[config.mk]
export PLATFORM = sky130hd
export DESIGN_NAME = spi_slave_ctrl
export DESIGN_NICKNAME = d
export VERILOG_FILES = /design/src/rtl/spi_pkg.sv /design/src/rtl/spi_shift_reg.sv /design/src/rtl/spi_slave_ctrl.sv
export SDC_FILE = /design/constraint.sdc
export NUM_CORES = 1
export LEC_CHECK = 0
export BUFFER_PORTS_ARGS = -buffer_cell sky130_fd_sc_hd__buf_4
export CORE_ASPECT_RATIO = 0.75
export CORE_MARGIN = 5
export CORE_UTILIZATION = 36
export CTS_BUF_LIST = sky130_fd_sc_hd__clkbuf_16
export CTS_CLUSTER_DIAMETER = 150
export DETAILED_ROUTE_END_ITERATION = 10
export SYNTH_ARGS = -nofsm -noshare
export SYNTH_HDL_FRONTEND = slang
export SYNTH_SLANG_ARGS = --single-unit
[constraint.sdc]
create_clock -name clk -period 2 [get_ports clk]
set_input_delay 0.1 -clock clk [delete_from_list [all_inputs] [get_ports clk]]
set_output_delay 0.1 -clock clk [all_outputs]
set_load 0.02 [all_outputs]
[src/rtl/spi_pkg.sv]
// Shared definitions for the SPI slave front-end: widths, FSM states, opcodes.
package spi_pkg;

    localparam int CMD_W  = 10;  // 2-bit opcode + 8-bit payload
    localparam int DATA_W = 8;   // read byte returned on MISO
    localparam int CNT_W  = 4;   // bit counter, must hold CMD_W-1

    typedef enum logic [2:0] {
        IDLE      = 3'd0,
        CHK_CMD   = 3'd1,
        WRITE     = 3'd2,
        READ_ADD  = 3'd3,
        READ_DATA = 3'd4,
        SEND      = 3'd5
    } state_t;

    localparam logic [1:0] OP_WR_ADDR = 2'b00;
    localparam logic [1:0] OP_WR_DATA = 2'b01;
    localparam logic [1:0] OP_RD_ADDR = 2'b10;
    localparam logic [1:0] OP_RD_DATA = 2'b11;

endpackage

[src/rtl/spi_shift_reg.sv]
// Serial datapath: SIPO for incoming command bits, PISO for the outgoing read
// byte, and one bit counter shared by both directions (never active together).
module spi_shift_reg #(
    parameter int CMD_W  = 10,
    parameter int DATA_W = 8,
    parameter int CNT_W  = 4
) (
    input  logic              clk,
    input  logic              rst,
    input  logic              clr,       // drop partial frame, counter to 0, MISO low
    input  logic              rx_start,  // sample the leading bit, counter to 0
    input  logic              rx_en,     // sample one more bit, counter + 1
    input  logic              mosi,
    input  logic              tx_load,   // latch read byte and drive its MSB
    input  logic [DATA_W-1:0] tx_byte,
    input  logic              tx_en,     // drive the next byte bit while any remain
    output logic [CMD_W-1:0]  rx_word,   // word completed by the bit currently on MOSI
    output logic [CNT_W-1:0]  cnt,
    output logic              miso
);

    localparam logic [CNT_W-1:0] TX_BITS = CNT_W'(DATA_W);

    // Only the bits already received are stored; the newest bit comes straight
    // from MOSI so the top can capture the full word on the edge sampling bit 0.
    logic [CMD_W-2:0]  rx_shift_reg;
    logic [DATA_W-2:0] tx_shift_reg;
    logic [CNT_W-1:0]  cnt_reg;
    logic              miso_reg;

    assign rx_word = {rx_shift_reg, mosi};
    assign cnt     = cnt_reg;
    assign miso    = miso_reg;

    // Shift/count register bank; MISO falls back to 0 unless a byte bit is driven.
    always_ff @(posedge clk) begin
        if (rst || clr) begin
            rx_shift_reg <= '0;
            tx_shift_reg <= '0;
            cnt_reg      <= '0;
            miso_reg     <= 1'b0;
        end else if (tx_load) begin
            tx_shift_reg <= tx_byte[DATA_W-2:0];
            miso_reg     <= tx_byte[DATA_W-1];
            cnt_reg      <= CNT_W'(1);
        end else if (rx_start) begin
            rx_shift_reg <= {rx_shift_reg[CMD_W-3:0], mosi};
            cnt_reg      <= '0;
            miso_reg     <= 1'b0;
        end else if (rx_en) begin
            rx_shift_reg <= {rx_shift_reg[CMD_W-3:0], mosi};
            cnt_reg      <= cnt_reg + CNT_W'(1);
            miso_reg     <= 1'b0;
        end else if (tx_en && (cnt_reg < TX_BITS)) begin
            miso_reg     <= tx_shift_reg[DATA_W-2];
            tx_shift_reg <= {tx_shift_reg[DATA_W-3:0], 1'b0};
            cnt_reg      <= cnt_reg + CNT_W'(1);
        end else begin
            miso_reg     <= 1'b0;
        end
    end

endmodule

[src/rtl/spi_slave_ctrl.sv]
// SPI slave front-end for the RAM command port: frames MOSI into command words,
// strobes rx_valid, and returns the RAM read byte on MISO after a read-data command.
module spi_slave_ctrl #(
    parameter int CMD_W  = spi_pkg::CMD_W,
    parameter int DATA_W = spi_pkg::DATA_W
) (
    input  logic              clk,
    input  logic              rst,
    input  logic              SS_n,
    input  logic              MOSI,
    output logic              MISO,
    output logic [CMD_W-1:0]  rx_data,
    output logic              rx_valid,
    input  logic [DATA_W-1:0] tx_data,
    input  logic              tx_valid
);

    import spi_pkg::*;

    // Counter milestones: after the leading bit the counter runs 0..CMD_W-2
    // for the remaining bits and parks at CMD_W-1 once the word is complete.
    localparam logic [CNT_W-1:0] RX_LAST = CNT_W'(CMD_W - 2);
    localparam logic [CNT_W-1:0] RX_DONE = CNT_W'(CMD_W - 1);
    localparam logic [CNT_W-1:0] TX_LAST = CNT_W'(DATA_W - 1);

    state_t             state_reg, state_next;
    logic               rd_addr_seen_reg, rd_addr_seen_next;
    logic [CMD_W-1:0]   rx_data_reg;
    logic               rx_valid_reg;

    logic               clr, rx_start, rx_en, tx_load, tx_en, word_done;
    logic [CMD_W-1:0]   rx_word;
    logic [CNT_W-1:0]   cnt;

    assign rx_data  = rx_data_reg;
    assign rx_valid = rx_valid_reg;

    spi_shift_reg #(
        .CMD_W  (CMD_W),
        .DATA_W (DATA_W),
        .CNT_W  (CNT_W)
    ) u_shift (
        .clk      (clk),
        .rst      (rst),
        .clr      (clr),
        .rx_start (rx_start),
        .rx_en    (rx_en),
        .mosi     (MOSI),
        .tx_load  (tx_load),
        .tx_byte  (tx_data),
        .tx_en    (tx_en),
        .rx_word  (rx_word),
        .cnt      (cnt),
        .miso     (MISO)
    );

    // Next-state logic and datapath controls; SS_n high aborts any frame.
    always_comb begin
        state_next        = state_reg;
        rd_addr_seen_next = rd_addr_seen_reg;
        clr               = 1'b0;
        rx_start          = 1'b0;
        rx_en             = 1'b0;
        tx_load           = 1'b0;
        tx_en             = 1'b0;
        word_done         = 1'b0;

        case (state_reg)
            IDLE: begin
                clr = 1'b1;
                if (!SS_n) begin
                    state_next = CHK_CMD;
                end
            end
            CHK_CMD: begin
                if (SS_n) begin
                    clr        = 1'b1;
                    state_next = IDLE;
                end else begin
                    rx_start = 1'b1;
                    if (!MOSI) begin
                        state_next = WRITE;
                    end else if (rd_addr_seen_reg) begin
                        state_next = READ_DATA;
                    end else begin
                        state_next = READ_ADD;
                    end
                end
            end
            WRITE, READ_ADD, READ_DATA: begin
                if (SS_n) begin
                    clr        = 1'b1;
                    state_next = IDLE;
                end else if (cnt != RX_DONE) begin
                    rx_en = 1'b1;
                    if (cnt == RX_LAST) begin
                        word_done = 1'b1;
                        if (state_reg == READ_ADD) begin
                            rd_addr_seen_next = 1'b1;
                        end
                    end
                end else if ((state_reg == READ_DATA) && tx_valid) begin
                    tx_load    = 1'b1;
                    state_next = SEND;
                end
            end
            SEND: begin
                if (SS_n) begin
                    clr        = 1'b1;
                    state_next = IDLE;
                end else begin
                    tx_en = 1'b1;
                    // The read pair is consumed once its last bit goes out.
                    if (cnt == TX_LAST) begin
                        rd_addr_seen_next = 1'b0;
                    end
                end
            end
            default: begin
                clr        = 1'b1;
                state_next = IDLE;
            end
        endcase
    end

    // FSM state, read-pair flag, and the captured word with its one-cycle strobe.
    always_ff @(posedge clk) begin
        if (rst) begin
            state_reg        <= IDLE;
            rd_addr_seen_reg <= 1'b0;
            rx_data_reg      <= '0;
            rx_valid_reg     <= 1'b0;
        end else begin
            state_reg        <= state_next;
            rd_addr_seen_reg <= rd_addr_seen_next;
            rx_valid_reg     <= word_done;
            if (word_done) begin
                rx_data_reg <= rx_word;
            end
        end
    end

endmodule
# Word-level counts from Yosys, hierarchy flattened
# Index checks and enable logic that the tools add are counted.
# W data, S select, Z words.
[op_classes]
addsub = 1
n_bitwise = 1
n_lt_le_gt_ge = 1
eq_ne = 20
n_mux = 46
n_reduce_logical = 16
[op_table]
columns = ["operator", "count"]
rows = [
  ["$mux W1", 28],
  ["$mux W7", 4],
  ["$mux W3", 8],
  ["$mux W9", 2],
  ["$ne A2 B2 Y1 const B", 8],
  ["$pmux W3 S4", 1],
  ["$mux W4", 2],
  ["$reduce_bool A2 Y1", 4],
  ["$reduce_and A7 Y1", 1],
  ["$eq A3 B2 Y1 const B", 2],
  ["$eq A3 B3 Y1 const B", 2],
  ["$ne A3 B3 Y1 const B", 2],
  ["$reduce_or A3 Y1", 2],
  ["$reduce_or A5 Y1", 1],
  ["$add A4 B1 Y4 const B", 1],
  ["$eq A4 B3 Y1 const B", 1],
  ["$eq A4 B4 Y1 const B", 1],
  ["$lt A4 B4 Y1 const B", 1],
  ["$ne A2 B1 Y1 const B", 2],
  ["$ne A4 B4 Y1 const B", 1],
  ["$reduce_and A4 Y1", 1],
  ["$reduce_bool A4 Y1", 1],
  ["$eq A3 B1 Y1 const B", 1],
  ["$logic_not A3 Y1", 1],
  ["6 further kinds", 7],
]
[word_totals]
regBits = 36
wordCells = 94

# Longest topological paths before layout
# Gate-level depths: netlist of run 1.
[logic_depth]
depth_word = 8
mapped_depth = 7

# By module
# A second synthesis of run 1 with hierarchy kept.
[hier_totals]
cells_unflattened = 180
hier_area_um2 = 1666.6
[modules_own_cells]
columns = ["mod", "n_inst", "area_each_um2", "cells_each"]
rows = [
  ["spi_shift_reg", 1, 918.4, 103],
  ["spi_slave_ctrl", 1, 748.2, 77],
]

# Worst setup path after synthesis of run 1
# Ideal clock, no wire load.
[synth_timing]
path_kind = "reg-to-reg"
start = "reg u_shift.cnt_reg[1], in the netlist u_shift.cnt[1]"
end = "reg u_shift.tx_shift_reg[2]"
synth_period_minus_slack_ps = 1697
arrival_ps = 1576
setup_time_ps = 121
path_buffers = 1
stages_incl_launch_ff = 8
setup_slack_ps = 303
required_time_ps = 1879
path_cell_list = "dfxtp_1 -> inv_1 -> ha_1 -> nand3b_1 -> or4_4 -> buf_2 -> o21ai_0 -> a21oi_1"
[synth_via]
elab_chain_len = 6
elab_cells_between_ends = 14
cone_classes = "1 x order compare; 3 x eq/ne; 7 x mux; 3 x reduce/logical"
[synth_lines]
columns = ["item", "line", "rtl"]
rows = [
  ["from (decl)", "spi_shift_reg.sv:28", "logic [CNT_W-1:0] cnt_reg;"],
  ["from (signal assigned)", "spi_shift_reg.sv:52", "cnt_reg <= cnt_reg + CNT_W'(1);"],
  ["from (signal assigned)", "spi_shift_reg.sv:57", "cnt_reg <= cnt_reg + CNT_W'(1);"],
  ["$ne A4 B4 Y1", "spi_slave_ctrl.sv:94", "end else if (cnt != RX_DONE) begin"],
  ["$mux W1", "spi_slave_ctrl.sv:94", ""],
  ["$mux W1", "spi_slave_ctrl.sv:91", "if (SS_n) begin"],
  ["$mux W1", "spi_slave_ctrl.sv:68", "case (state_reg)"],
  ["$ne A2 B1 Y1 (no source line) / $reduce_bool A2 Y1 (equally long branches)", "n/a", ""],
  ["$reduce_and A3 Y1 (no source line)", "n/a", ""],
  ["to (signal assigned)", "spi_shift_reg.sv:43", "tx_shift_reg <= tx_byte[DATA_W-2:0];"],
  ["to (signal assigned)", "spi_shift_reg.sv:56", "tx_shift_reg <= {tx_shift_reg[DATA_W-3:0], 1'b0};"],
  ["to (decl)", "spi_shift_reg.sv:27", "logic [DATA_W-2:0] tx_shift_reg;"],
]
# Several ways; a longest one is shown, not always the timed one.
# A chain may end at the register's enable or synchronous reset.

# Worst setup path after layout of run 1
[layout_timing]
start = "reg u_shift.cnt_reg[0], in the netlist u_shift.cnt[0]"
end = "reg u_shift.tx_shift_reg[3]"
# The elaborated chain is that of the path after synthesis.

==> impl_metrics.csv, run 1 <==
group,metric,value,unit
routing,vias,1277,
power,leakage,0.000684,uW
setup_path,timing.critical_path.cells,"ha_1 -> nand3b_1 -> or4_4 -> o21ai_0 -> a21oi_1",
grt,largest_net_degree_at_the_start_of_global_routing,17,
die,floorplan.initialDensity,37.1,%
run_status,run_status,"completed",
timing,tightestPinTransition,0.562,ns
power,p_int,1200,uW
final_layout,final_util,45.3,%
die,core-area,0.00444,mm2
yosys,synth-warning-count,0,
routing,viasPerCell,5.03,
power,max-vdd-ir-drop,0.526,mV
placed_design,placement.io_buffers,24,
yosys,synth.lib_cells_used.distinct,40,
timing,timing_hold_violations_final,0,
yosys,synth_area,0.00165,mm2
setup_path,worst_path_top_cell_family_by_delay,"simple AND/OR/NAND/NOR gates",
job,maxCapViolCount,0,
final_layout,largest_register_ff_count,10,
routing,route.detailed.wl_per_inst,13.4,um
setup_path,critPathMaxFanout,13,
clocking,ctsHoldBuffers,0,
die,vertical_die_dimension,68.6,um
final_layout,postLayoutCellArea,0.00201,mm2
setup_path,critPathCaptureType,"flip-flop",
die,die_x,88.2,um
yosys,async_reset_ff_share,0,%
grt,gr-usage-all-layers,11.8,%
routing,dr.first_iter.drc_count,63,
yosys,synth_sequential_area_ratio,43.7,%
grt,grt-ovfl-total,0,
power,power_density,746,mW/mm2
placed_design,dpl_cell_area,0.00188,mm2
final_layout,num-fill-cells,456,
grt,first_global_vias,1125,
final_layout,post_synthesis_to_final_layout_area_growth,22.0,%
timing,whs,0.111,ns
timing,min_period,1.79,ns
yosys,postSynthAreaPerCell,9.59,um2
timing,totalNegativeSetupSlack,0,ns
timing,final_critical_path_share_of_the_clock_period,89.4,%
timing,clock-skew-final,0.00337,ns
grt,grt_pass1_wl,5530,um
routing,dr.pass1.iters,4,
die,total_die_area,0.00605,mm2
timing,maxSlewViolCount,0,
routing,postRouteWirelength,3410,um
final_layout,final_nets,213,
routing,ant_nets,0,
power,clockPowerShare,47.1,%
power,pwr-share-comb,4.5,%
setup_path,crit_type,"reg2reg",
yosys,dominantRegCellSynth,"dfxtp_1",
clocking,clk_latency,0.27,ns
timing,setup_viol,0,
clocking,cts_tree,"done",
routing,route.detailed.drc,0,
yosys,synth.net_count,188,
timing,fmaxAchievable,559,MHz
final_layout,diodes,0,
yosys,synth_edf_count,0,
final_layout,drive_above_1_share,19.8,%
setup_path,crit_path_top_delay_cell,"or4_4",
clocking,cts.sink_count,36,
grt,initial_antenna_violation_count,0,
clocking,ctsHtreeMaxLevel,2,
power,power.sequential.fraction,48.4,%
min_path,hold_crit_class,"in2reg",
clocking,post_cts_resized,0,
yosys,synth_cells,172,
setup_path,worst-endpoint-required,2.16,ns
clocking,post_cts_buffers,0,
timing,rsz0062_at_grt,"false",
setup_path,crit_buf_inv,0,
clocking,clkTransAtPathRegs,0.05,ns
setup_path,worst_path_largest_cell_delay,0.64,ns
die,io_pins,25,
yosys,ys_ff_latch,36,
placed_design,detailed_place_hpwl,2430,um
power,netSwitchingFraction,20.1,%
setup_path,worst-endpoint-arrival,1.94,ns
setup_path,cp-start-kind,"flip-flop",
clocking,cts_buffers,5,
timing,max-slew-margin-rel,62.2,%
die,placementRows,21,
clocking,clock_tree.root_cell,"clkbuf_16",
placed_design,gp_routability_congestion,0.775,
power,power_switching,301,uW
clocking,cts.path.max_buffers,2,
-- synth_stat cells (2+ instances only) --
| master | count | area share, % |
|---|---|---|
| ha_1 | 3 | 2.3 |
| nor2b_1 | 5 | 1.9 |
| clkbuf_1 | 3 | 0.68 |
| dfxtp_1 | 36 | 44 |
| buf_2 | 4 | 1.2 |
| nand3b_1 | 2 | 0.91 |
| buf_6 | 3 | 2.0 |
| mux2i_1 | 25 | 15 |
| nor4_1 | 3 | 1.1 |
| nor3_1 | 3 | 0.91 |
| nor2_1 | 13 | 3.0 |
| a21oi_1 | 13 | 3.9 |
| nand2b_1 | 4 | 1.5 |
| inv_1 | 4 | 0.91 |
| nor3b_1 | 2 | 0.91 |
| a21boi_0 | 2 | 0.91 |
| nand2_1 | 14 | 3.2 |
| o21ai_0 | 11 | 3.3 |
-- placed cells by master, fill, tap and decap left out, drive strengths merged, types with 2 or more instances in the layout --
cell type   n
dfxtp      36
buf        29
mux2i      25
nand2      14
nor2       13
a21oi      13
o21ai      11
inv         5
nor2b       5
clkbuf      5
nand2b      4
nor4        3
nor3        3
ha          3
nand3b      2
nor3b       2
a21boi      2
or4         2
a211oi      2
-- per-layer routing --
| layer | part of all wire (%) | routed length [um] | track usage, % | vias up |
|---|---|---|---|---|
| met2 | 40 | 1370 | 16.5 | 37 |
| met4 | 0.21 | 7 | 2.26 | 0 |
| met5 | 0 | 0 | 0 | - |
| met1 | 52 | 1780 | 17.4 | 577 |
| li1 | - | - | - | 661 |
| met3 | 7.3 | 250 | 4.28 | 2 |
-- metrics by stage --
step           std cells  power, uW  worst slack, ns
4_1_cts              254       1520            0.240
6_report             254       1500            0.211
5_1_grt              254       1560           0.0130
3_3_place_gp         247        808            0.289
3_5_place_dp         247        808            0.252
2_1_floorplan        172        781            0.303
-- area by class of cell --
class                           count  area, um2  area share [%]
Multi-Input combinational cell    121        841            41.8
Sequential cell                    36        721            35.8
Timing Repair Buffer               29        230            11.4
Clock buffer                        5        125            6.22
Tap cell                           57       71.3            3.54
Inverter                            4       15.0           0.746
Clock inverter                      2       8.76           0.435
-- power groups by stage --
stage	combinational [uW]	sequential [uW]	clock (uW)
global placement	67.9	740	0
detailed placement	67.6	740	0
CTS	68.2	725	722
global route	73.7	725	766
floorplan	44.9	736	0
finish	67.9	726	707
-- path summary, 6_finish.rpt --
check / from / to / slack (ns) / depth (start not counted)
worst min-delay path: MOSI / rx_data[0] / 0.11 / 3
worst max register to register: u_shift.cnt[0] / u_shift.tx_shift_reg[3] / 0.21 / 5
worst min register to register: u_shift.rx_shift_reg[8] / u_shift.rx_shift_reg[8] / 0.47 / 2
worst max-delay path: u_shift.cnt[0] / u_shift.tx_shift_reg[3] / 0.21 / 5
-- cells by family (layout without fill, tap and decap cells) --
logic type | count (synthesis) | in the layout | synth area share (%)
adder cells (fa/ha/maj) | 3 | 3 | 2.28
buffers and inverters | 15 | 40 | 5.31
AND/OR/NAND/NOR | 55 | 55 | 17.9
flip-flops | 36 | 36 | 43.7
multiplexers | 25 | 25 | 15.2
AO/OA/AOI/OAI | 38 | 38 | 15.6
-- worst reg2reg max path, cell delays in order (launching register included) --
cell and delay [ns]:
dfxtp_1 0.41, ha_1 0.22, nand3b_1 0.17, or4_4 0.64, o21ai_0 0.19, a21oi_1 0.05
Power figures use the tool's default switching activity.
==> run 2: changes to the inputs <==
--- a/config.mk
+++ b/config.mk
@@ -8,7 +8,7 @@
 export BUFFER_PORTS_ARGS = -buffer_cell sky130_fd_sc_hd__buf_4
 export CORE_ASPECT_RATIO = 0.75
 export CORE_MARGIN = 5
-export CORE_UTILIZATION = 36
+export CORE_UTILIZATION = 35
 export CTS_BUF_LIST = sky130_fd_sc_hd__clkbuf_16
 export CTS_CLUSTER_DIAMETER = 150
 export DETAILED_ROUTE_END_ITERATION = 10
==> run 2 against run 1 <==
Hold slack got worse by 0.013 ns. Register-to-register slack about the same. Combinational power hardly changed. Core utilization fell by 0.76 points. Flip-flop and latch count is the same. Clock-buffer cell count is the same. Power rose by 1.0%. Final cell count up 0.79%. Die area grew 2.5%. Via count fell by 0.94%. Routed wire length shrank 2.0%. Largest power group unchanged.
==> impl_metrics.csv, run 2 (same netlist as run 1, synthesis figures left out) <==
group,metric,value,unit
final_layout,largest_register_ff_count,10,
power,max-vdd-ir-drop,0.462,mV
clocking,cts.sink_count,36,
timing,maxSlewViolCount,0,
final_layout,drive_above_1_share,20.1,%
grt,largest_net_degree_at_the_start_of_global_routing,17,
power,leakage,0.000684,uW
placed_design,placed_cells_incl_taps,248,
clocking,ctsHoldBuffers,0,
timing,min_period,1.79,ns
timing,totalNegativeSetupSlack,0,ns
setup_path,critPathCaptureType,"flip-flop",
timing,postLayoutSetupSlackWorst,0.214,ns
die,total_die_area,0.00620,mm2
die,placementRows,21,
routing,viasPerCell,4.94,
setup_path,critPathMaxFanout,13,
setup_path,timing.reg2reg.setup_slack,0.21,ns
clocking,clock_tree.root_cell,"clkbuf_16",
setup_path,worst-endpoint-required,2.16,ns
setup_path,crit_path_end,"u_shift.tx_shift_reg[1]",
grt,gr-usage-all-layers,11.3,%
min_path,hold_crit_class,"in2reg",
die,io_pins,25,
setup_path,rr_startpoint,"u_shift.cnt[1]",
die,vertical_die_dimension,69.4,um
final_layout,num-fill-cells,441,
grt,initial_antenna_violation_count,0,
routing,postRouteWirelength,3340,um
placed_design,pre_cts_ws,0.256,ns
run_status,run_status,"completed",
die,floorplan.initialDensity,36.5,%
job,maxCapViolCount,0,
power,fin_total_pwr,1520,uW
final_layout,post_synthesis_to_final_layout_area_growth,22.1,%
timing,timing_hold_violations_final,0,
power,power_density,753,mW/mm2
clocking,cts.path.max_buffers,2,
timing,final_critical_path_share_of_the_clock_period,89.3,%
final_layout,final_nets,214,
routing,dr.pass1.iters,4,
routing,ant_nets,0,
clocking,ctsHtreeMaxLevel,2,
setup_path,worst_r2r_path_depth,6,
placed_design,gp_routability_congestion,0.817,
clocking,post_cts_buffers,0,
clocking,cts_tree,"done",
die,core-area,0.00452,mm2
clocking,post_cts_resized,0,
placed_design,placement.io_buffers,24,
grt,grt-ovfl-total,0,
timing,tightestPinTransition,0.518,ns
timing,clock-skew-final,0.00442,ns
clocking,cts_buffers,5,
final_layout,diodes,0,
routing,route.detailed.drc,0,
clocking,clk_latency,0.27,ns
final_layout,layout.cells.most_common,"dfxtp_1",
placed_design,detailed_place_hpwl,2340,um
final_layout,mostFrequentLayoutCells,"dfxtp_1 (36), buf_4 (30), mux2i_1 (25)",
timing,fmaxAchievable,560,MHz
setup_path,worst-endpoint-arrival,1.94,ns
timing,max-slew-margin-rel,65.2,%
setup_path,crit_start,"u_shift.cnt[1]",
grt,grt_pass1_wl,5500,um
routing,vias,1265,
die,die_x,89.3,um
setup_path,crit_type,"reg2reg",
routing,route.detailed.wl_per_inst,13.1,um
final_layout,instances_no_fill,256,
grt,first_global_vias,1170,
setup_path,cp-start-kind,"flip-flop",
timing,setup_viol,0,
timing,rsz0062_at_grt,"false",
clocking,clkTransAtPathRegs,0.05,ns
setup_path,r2r-end,"u_shift.tx_shift_reg[1]",
routing,dr.first_iter.drc_count,64,
[run 2: cell count changes in the layout (fill, tap and decap cells not counted), sizes merged]
cell,change
buf,+1
clkinvlp,+1
[run 2: critical path, cell delays in order, from the launching register on]
cell and delay, ns:
dfxtp_1 0.33, inv_1 0.11, ha_1 0.19, nand3b_1 0.16, or4_4 0.63, o21ai_0 0.19
a21oi_1 0.06
[run 2: power breakdown]
| part | leakage (uW) | internal (uW) | total [uW] | switching [uW] |
|---|---|---|---|---|
| logic | 0.000325 | 33.3 | 67.9 | 34.6 |
| registers | 0.000290 | 720 | 725 | 5.26 |
| clock network | 0.0000687 | 451 | 723 | 271 |
| total | 0.000684 | 1200 | 1520 | 311 |
[run 2: final cells by class]
cell class	instances	area (um2)	share of cell area [%]
Clock inverter	3	15.0	0.746
Tap cell	57	71.3	3.54
Timing Repair Buffer	30	225	11.2
Sequential cell	36	721	35.8
Multi-Input combinational cell	121	841	41.8
Clock buffer	5	125	6.22
Inverter	4	15.0	0.746
[run 2: worst min-delay path by stage]
stage | from | slack [ns] | end | depth (start not counted)
after floorplan | MOSI | 0.24 | u_shift.rx_shift_reg[0] | 2
after global placement | tx_data[0] | 0.38 | u_shift.tx_shift_reg[0] | 3
after detailed placement | tx_data[7] | 0.38 | u_shift.miso | 3
after CTS | tx_data[7] | 0.1 | u_shift.miso | 3
after global routing | tx_data[7] | 0.11 | u_shift.miso | 3
final | tx_data[7] | 0.1 | u_shift.miso | 3
[run 2: stage by stage]
step                      cell area [um2]  hold WS [ns]  util [%]
final                                2010        0.0979      44.5
after global routing                 2010         0.107      44.5
after CTS                            2010        0.0978      44.5
after detailed placement             1870         0.381      41.4
after global placement               1870         0.379      41.4
after floorplan                      1650         0.242         -
[run 2: layer usage]
layer	GRT usage (%)	share of wire, %
met5	0	0
met4	2.48	0.63
met3	5.11	4.7
met2	16.1	43
met1	15.5	51
==> run 3: changes to the inputs <==
--- a/config.mk
+++ b/config.mk
@@ -8,7 +8,7 @@
 export BUFFER_PORTS_ARGS = -buffer_cell sky130_fd_sc_hd__buf_4
 export CORE_ASPECT_RATIO = 0.75
 export CORE_MARGIN = 5
-export CORE_UTILIZATION = 35
+export CORE_UTILIZATION = 30
 export CTS_BUF_LIST = sky130_fd_sc_hd__clkbuf_16
 export CTS_CLUSTER_DIAMETER = 150
 export DETAILED_ROUTE_END_ITERATION = 10
==> run 3 against run 2 <==
Non-clock buffer count down 1. Flip-flop and latch count unchanged. Sequential power about the same. Largest cell class unchanged. First-iteration DRC count up 92%. Clock power up 1%. Critical path depth unchanged. Sequential share of layout area down 0.27 points. Global-route usage down 1.5 points. Clock skew up 0.00069 ns.
==> impl_metrics.csv, run 3 (same netlist as run 1, synthesis figures left out) <==
group,metric,value,unit
routing,met3RoutedLength,127,um
die,floorplan.initialDensity,31.0,%
power,power_density,752,mW/mm2
placed_design,gp_routability_congestion,0.851,
routing,route.layer.met1.wl,1720,um
setup_path,timing.reg2reg.setup_slack,0.21,ns
setup_path,timing.critical_path.cells,"inv_1 -> ha_1 -> nand3b_1 -> or4_4 -> o21ai_0 -> a21oi_1",
clocking,cts_tree,"done",
setup_path,cp-start-kind,"flip-flop",
clocking,post_cts_resized,0,
routing,postRouteWirelength,3300,um
placed_design,dpl_cell_area,0.00189,mm2
die,die_x,95.6,um
grt,grt-ovfl-total,0,
timing,rsz0062_at_grt,"false",
timing,totalNegativeSetupSlack,0,ns
clocking,cts.path.max_buffers,2,
routing,vias,1233,
setup_path,crit_path_top_delay_cell,"or4_4",
setup_path,critPathMaxFanout,13,
clocking,post_cts_buffers,0,
job,maxCapViolCount,0,
setup_path,rr_startpoint,"u_shift.cnt[1]",
die,total_die_area,0.00710,mm2
final_layout,final_nets,213,
timing,postLayoutSetupSlackWorst,0.208,ns
setup_path,crit_type,"reg2reg",
final_layout,final_util,38.1,%
routing,viasPerCell,4.52,
run_status,run_status,"completed",
die,io_pins,25,
timing,final_critical_path_share_of_the_clock_period,89.6,%
timing,tightestPinTransition,0.509,ns
min_path,min_delay_worst_endpoint,"u_shift.tx_shift_reg[0]",
placed_design,placement.io_buffers,24,
timing,min_period,1.79,ns
setup_path,crit_cells,6,
grt,grt_pass1_wl,5400,um
timing,max-slew-margin-rel,65.8,%
clocking,ctsHtreeMaxLevel,2,
setup_path,worst-endpoint-required,2.16,ns
power,max-vdd-ir-drop,0.326,mV
min_path,hold_crit_class,"in2reg",
setup_path,worst_path_largest_cell_delay,0.64,ns
final_layout,largest_register_ff_count,10,
power,leakage,0.000679,uW
power,power.sequential.fraction,47.5,%
clocking,clk_latency,0.28,ns
placed_design,pre_cts_ws,0.232,ns
routing,met2_wirelength_from_detailed_routing,1380,um
timing,whs,0.0861,ns
final_layout,diodes,0,
clocking,clkTransAtPathRegs,0.05,ns
routing,dr.first_iter.drc_count,123,
final_layout,post_synthesis_to_final_layout_area_growth,23.0,%
power,clockPowerShare,48.1,%
setup_path,worst_path_top_cell_family_by_delay,"simple AND/OR/NAND/NOR gates",
clocking,clock_tree.root_cell,"clkbuf_16",
grt,gr-usage-all-layers,9.83,%
routing,dr.pass1.iters,4,
clocking,cts.sink_count,36,
grt,first_global_vias,1160,
setup_path,worst-endpoint-arrival,1.96,ns
die,core-area,0.00532,mm2
setup_path,r2r-end,"u_shift.tx_shift_reg[5]",
timing,clock-skew-final,0.00511,ns
routing,top_layer_used,"met4",
clocking,ctsHoldBuffers,0,
power,p_int,1200,uW
routing,route.detailed.wl_per_inst,12.1,um
setup_path,crit_buf_inv,1,
timing,fmaxAchievable,558,MHz
placed_design,detailed_place_hpwl,2280,um
routing,route.detailed.drc,0,
final_layout,mostFrequentLayoutCells,"dfxtp_1 (36), buf_4 (29), mux2i_1 (25)",
power,netSwitchingFraction,21.0,%
final_layout,drive_above_1_share,19.7,%
routing,ant_nets,0,
setup_path,worst_r2r_path_depth,6,
power,power_switching,321,uW
clocking,cts_buffers,5,
die,vertical_die_dimension,74.2,um
min_path,hold_path.startpoint,"tx_data[0]",
grt,largest_net_degree_at_the_start_of_global_routing,19,
grt,initial_antenna_violation_count,0,
min_path,worstHoldPathCells,3,
timing,timing_hold_violations_final,0,
die,placementRows,23,
timing,setup_viol,0,
power,pwr-share-comb,4.4,%
setup_path,critPathCaptureType,"flip-flop",
final_layout,layout.cells.most_common,"dfxtp_1",
timing,maxSlewViolCount,0,
final_layout,postLayoutCellArea,0.00203,mm2
run 3: per-stage QoR:
stage          instances  total power, uW
6_report             273             1520
5_1_grt              273             1580
4_1_cts              273             1550
3_5_place_dp         265              807
3_3_place_gp         265              807
2_1_floorplan        172              781
run 3: area by class of cell:
| class | count | area, um2 |
|---|---|---|
| clock buffer | 5 | 125 |
| clock inverter | 3 | 15.0 |
| fill | 538 | 3300 |
| inverter | 4 | 15.0 |
| multi-input combinational | 121 | 841 |
| sequential | 36 | 721 |
| tap | 75 | 93.8 |
| timing repair buffer | 29 | 218 |
run 3: how the worst max path moves through the flow:
stage | startpoint | to | slack (ns)
after floorplan | u_shift.cnt[1] | u_shift.tx_shift_reg[2] | 0.30
after global routing | u_shift.cnt[1] | u_shift.tx_shift_reg[5] | 0.10
final | u_shift.cnt[1] | u_shift.tx_shift_reg[5] | 0.21
after detailed placement | u_shift.cnt[1] | u_shift.tx_shift_reg[5] | 0.23
after CTS | u_shift.cnt[1] | u_shift.tx_shift_reg[5] | 0.22
after global placement | u_shift.cnt[1] | u_shift.tx_shift_reg[1] | 0.29
run 3: worst min-delay path, cell delays in order:
cell and delay [ns]:
buf_4 0.11, nand2_1 0.05, a21boi_0 0.06
run 3: power by group through the flow:
stage          Sequential, uW  Clock, uW  Combinational, uW
2_1_floorplan             736          0               44.9
3_3_place_gp              739          0               67.7
3_5_place_dp              739          0               67.3
4_1_cts                   724        761               67.4
5_1_grt                   724        783               73.7
6_report                  724        733               67.3
run 3: routing by layer:
metal / track usage (%) / up-vias
li1: - / 661
met1: 13.5 / 542
met2: 14.1 / 23
met3: 2.53 / 7
met4: 5.21 / 0
met5: 0 / -
